## src/rtl/exibidor_sequencia_pkg.sv

```systemverilog
// Shared definitions for the sequence playback block: state encoding also used
// by the game FSM and the bench to decode db_estado.
package exibidor_sequencia_pkg;

  typedef enum logic [3:0] {
    OCIOSO  = 4'd0,
    CARREGA = 4'd1,
    ACESO   = 4'd2,
    APAGADO = 4'd3,
    PROXIMO = 4'd4,
    FIM     = 4'd5
  } estado_t;

endpackage

```

## src/rtl/exibidor_sequencia_temporizador.sv

```systemverilog
// Display timer: NT-bit up-counter with synchronous clear/enable and a
// terminal-match flag against a run-time limit.
module temporizador_exibicao #(
  parameter int unsigned NT = 10
) (
  input  logic          clock,
  input  logic          reset,
  input  logic          zera,
  input  logic          conta,
  input  logic [NT-1:0] limite,
  output logic          fim
);

  logic [NT-1:0] valor;

  always_ff @(posedge clock) begin
    if (reset || zera) begin
      valor <= '0;
    end else if (conta) begin
      valor <= valor + NT'(1);
    end
  end

  assign fim = (valor == limite);

endmodule

```

## src/rtl/exibidor_sequencia.sv

```systemverilog
// Plays the stored colour sequence back from RAM address 0 up to the captured
// limit, lighting each entry for T_ACESO cycles and blanking for T_APAGADO.
module exibidor_sequencia
  import exibidor_sequencia_pkg::*;
#(
  parameter int unsigned T_ACESO   = 500,
  parameter int unsigned T_APAGADO = 250,
  parameter int unsigned NT        = 10
) (
  input  logic       clock,
  input  logic       reset,
  input  logic       iniciar,
  input  logic [3:0] limite,
  input  logic [3:0] dado_memoria,
  output logic [3:0] endereco,
  output logic [3:0] leds,
  output logic       mostra,
  output logic       ocupado,
  output logic       pronto,
  output logic [3:0] db_estado
);

  localparam logic [NT-1:0] LIM_ACESO   = NT'(T_ACESO - 1);
  localparam logic [NT-1:0] LIM_APAGADO = NT'(T_APAGADO - 1);

  estado_t       estado, proximo;
  logic [3:0]    limReg;
  logic          zeraTimer, contaTimer, fimTimer;
  logic [NT-1:0] limiteTimer;

  temporizador_exibicao #(
    .NT(NT)
  ) uTemporizador (
    .clock (clock),
    .reset (reset),
    .zera  (zeraTimer),
    .conta (contaTimer),
    .limite(limiteTimer),
    .fim   (fimTimer)
  );

  always_ff @(posedge clock) begin
    if (reset) begin
      estado <= OCIOSO;
    end else begin
      estado <= proximo;
    end
  end

  // Timer is held cleared outside the timed states, so each timed state starts from 0.
  always_comb begin
    proximo     = estado;
    zeraTimer   = 1'b1;
    contaTimer  = 1'b0;
    limiteTimer = '0;
    case (estado)
      OCIOSO:  if (iniciar) proximo = CARREGA;
      CARREGA: proximo = ACESO;
      ACESO: begin
        limiteTimer = LIM_ACESO;
        if (fimTimer) begin
          proximo = APAGADO;
        end else begin
          zeraTimer  = 1'b0;
          contaTimer = 1'b1;
        end
      end
      APAGADO: begin
        limiteTimer = LIM_APAGADO;
        if (fimTimer) begin
          proximo = PROXIMO;
        end else begin
          zeraTimer  = 1'b0;
          contaTimer = 1'b1;
        end
      end
      PROXIMO: proximo = (endereco == limReg) ? FIM : CARREGA;
      FIM:     proximo = OCIOSO;
      default: proximo = OCIOSO;
    endcase
  end

  always_ff @(posedge clock) begin
    if (reset) begin
      endereco <= '0;
      leds     <= '0;
      limReg   <= '0;
    end else begin
      case (estado)
        OCIOSO: begin
          if (iniciar) begin
            limReg   <= limite;
            endereco <= '0;
          end
        end
        CARREGA: leds <= dado_memoria;
        PROXIMO: if (endereco != limReg) endereco <= endereco + 4'd1;
        FIM:     leds <= '0;
        default: ;
      endcase
    end
  end

  assign mostra    = (estado == ACESO);
  assign ocupado   = (estado != OCIOSO);
  assign pronto    = (estado == FIM);
  assign db_estado = estado;

endmodule
```

## config.mk

```make
export PLATFORM = sky130hd
export DESIGN_NAME = exibidor_sequencia
export DESIGN_NICKNAME = d
export VERILOG_FILES = /design/src/rtl/exibidor_sequencia_pkg.sv /design/src/rtl/exibidor_sequencia_temporizador.sv /design/src/rtl/exibidor_sequencia.sv
export SDC_FILE = /design/constraint.sdc
export NUM_CORES = 1
export LEC_CHECK = 0
export BUFFER_PORTS_ARGS = -buffer_cell sky130_fd_sc_hd__buf_2
export CAP_MARGIN = 20
export CORE_MARGIN = 5
export CORE_UTILIZATION = 52
export CTS_CLUSTER_DIAMETER = 60
export DETAILED_ROUTE_END_ITERATION = 7
export PLACE_DENSITY = 0.77
export SLEW_MARGIN = 40
export SYNTH_ARGS = -nofsm -noshare
export SYNTH_HDL_FRONTEND = slang
export SYNTH_SLANG_ARGS = --single-unit
```

## constraint.sdc

```tcl
create_clock -name clock -period 1.86 [get_ports clock]
set_clock_uncertainty 0.05 [all_clocks]
set_input_delay 0.093 -clock clock [delete_from_list [all_inputs] [get_ports clock]]
set_output_delay 0.093 -clock clock [all_outputs]
set_load 0.05 [all_outputs]
```

==> impl_metrics.ini <==
[timing]
tightestPinTransition_ns = 0.558
slew_headroom = 0.624
finalCriticalPeriod_ns = 1.72
finalHoldViolCount = 0
fin_crit_sh = 0.923
finalSetupViolCount = 0
tns_ns = 0
drv_slew = 0
fmax_ghz = 0.583
rsz0062_at_grt = no

[logic_synthesis]
synth-edff-count = 0
synth_area_per_cell_sq_um = 9.27
ys_seq_elements = 25
synth_warnings = 0
synth_nets = 142
ys.flop_type = dfxtp_1
async_flop_share = 0
synth_area_sq_mm = 0.00120
yosysSeqAreaShare = 0.418
synth_cells = 129
yosysUniqueCellTypes = 39

[clocking]
cts_setup_buffers = 0
clk_latency_ns = 0.32
cts_tree = done
h-tree-depth = 1
ctsRootBufferMaster = clkbuf_4
clkSinkCount = 25
cts_buffer_depth = 2
cts_buffers = 3
clkTransAtPathRegs_ns = 0.13

[setup_path]
worstSetupPathType = reg2out
cp.arrival_ns = 1.57
crit_buf_inv = 1
cp_top_family = flip-flops
slowest_delay_ns = 0.55
end_kind = output port
path_max_fanout = 14
slowest_stage = dfxtp_2
startpoint_type = flop
crit_chain = nor2b_2, and2_1, buf_2
required_ns = 1.72

[worst_hold_path]
hp-class = in2reg

[power]
power.leakage_uw = 0.000616
vdd.ir_drop.worst_v = 0.000540
power_density_mw_per_mm2 = 760
total_power_uw = 1110

[routing]
avgRoutedWirePerCell_microns = 12.9
vias = 1007
drc_errors = 0
drt_iter0_drc = 32
ant_nets = 0
dr.pass1.iters = 4
wirelength_mm = 2.44
via_per_inst = 5.30

[global_routing]
grt_overflow_total = 0
first_global_vias = 978
grtUsageTotal = 0.160
grt_first_pass_wirelength_mm = 4.20
grt_max_degree = 16
antenna_found_initial = 0

[layout]
final_util = 0.660
multi_input_comb_area_sq_um = 671
nets = 176
seqCellArea_sq_um = 503
final_cell_mix = 24 x buf_2, 23 x dfxtp_1, 19 x nor2_1, 10 x xor2_1
areaGrowthSynthToFinish_pct = 22.0
drive_above_1_share = 0.247
final_common_cell = buf_2
diodes = 0
fillerInstances = 195
fin_cells = 190

[floorplanning]
ios = 26
die_w_microns = 58.0
die_h_microns = 58.0
core_sq_mm = 0.00221
rows = 17
die_area_sq_mm = 0.00336
start_util = 0.541

[placement]
portBuffers = 24
dp_cells = 178
dpl.hpwl_mm = 1.78
gp_congestion = 0.764

[job]
max_cap_viol_count = 0

[run_status]
status = finished, final reports clean
## synthesized netlist by cell type (3+ instances only)
cell      number  area, sq um
dfxtp_1       25          500
nor2_1        19         71.3
nand2_1        9         33.8
mux2i_1        4         40.0
nand3b_1       5         37.5
a21oi_1        9         45.0
nand3_1        6         30.0
nor2b_1        3         18.8
xor2_1        10         87.6
## sequential cells by signal, indices dropped and copies added, names as in the netlist
register	cells
limReg	4
uTemporizador.valor	10
db_estado	3
endereco	4
leds	4
## worst paths after layout
path | start | to | slack (ns) | cells past startpoint
setup / recovery | db_estado[0]$_SDFFE_PP0P_ | pronto | 0.14 | 3
hold / removal | reset | limReg[0]$_SDFFE_PP0P_ | 0.05 | 2
setup reg to reg | endereco[1]$_SDFFE_PP0P_ | endereco[3]$_SDFFE_PP0P_ | 0.20 | 4
hold reg to reg | leds[0]$_SDFFE_PP0P_ | leds[0]$_SDFFE_PP0P_ | 0.41 | 2
## metrics by stage
stage | cell area [sq um] | hold slack (ns) | setup WS [ns]
2_1_floorplan | 1200 | 0.116 | 0.0630
3_3_place_gp | 1350 | 0.277 | 0.365
3_5_place_dp | 1350 | 0.292 | 0.242
4_1_cts | 1460 | 0.0471 | 0.0652
5_1_grt | 1460 | 0.0512 | 0.0510
6_report | 1460 | 0.0515 | 0.143
## where the power goes
part	internal (uW)	total (uW)	switching, uW
registers	562	602	39.7
clock network	80.7	241	160
logic	96.9	266	169
## repair_timing
item / CTS / global route
setup endpoints to repair: 0 / 2
gates resized for setup: 0 / 2
hold endpoints to repair: 8 / 0
hold buffers: 8 / 0
## area by class of cell
cell class	count	share of cell area
tap	28	0.0240
timing repair buffer	34	0.148
inverter	2	0.00515
sequential	25	0.345
multi-input combinational	97	0.460
clock buffer	3	0.0154
clock inverter	1	0.00343
## routing by layer
layer  vias to the layer above  track usage  share of wire
met5                         -            0              0
met4                         0       0.0861          0.024
met3                         7       0.0334          0.058
met2                        24        0.276           0.50
met1                       458        0.185           0.41
li1                        518            -              -
## kinds of logic after synthesis
group	count (synthesis)	synth area share
simple gates	59	0.291
compound gates	19	0.116
xor+xnor	12	0.0879
other cells	1	0.00314
buf+inv	7	0.0293
fa+ha+maj	2	0.0209
mux	4	0.0335
flops	25	0.418
Power figures use the tool's default switching activity.
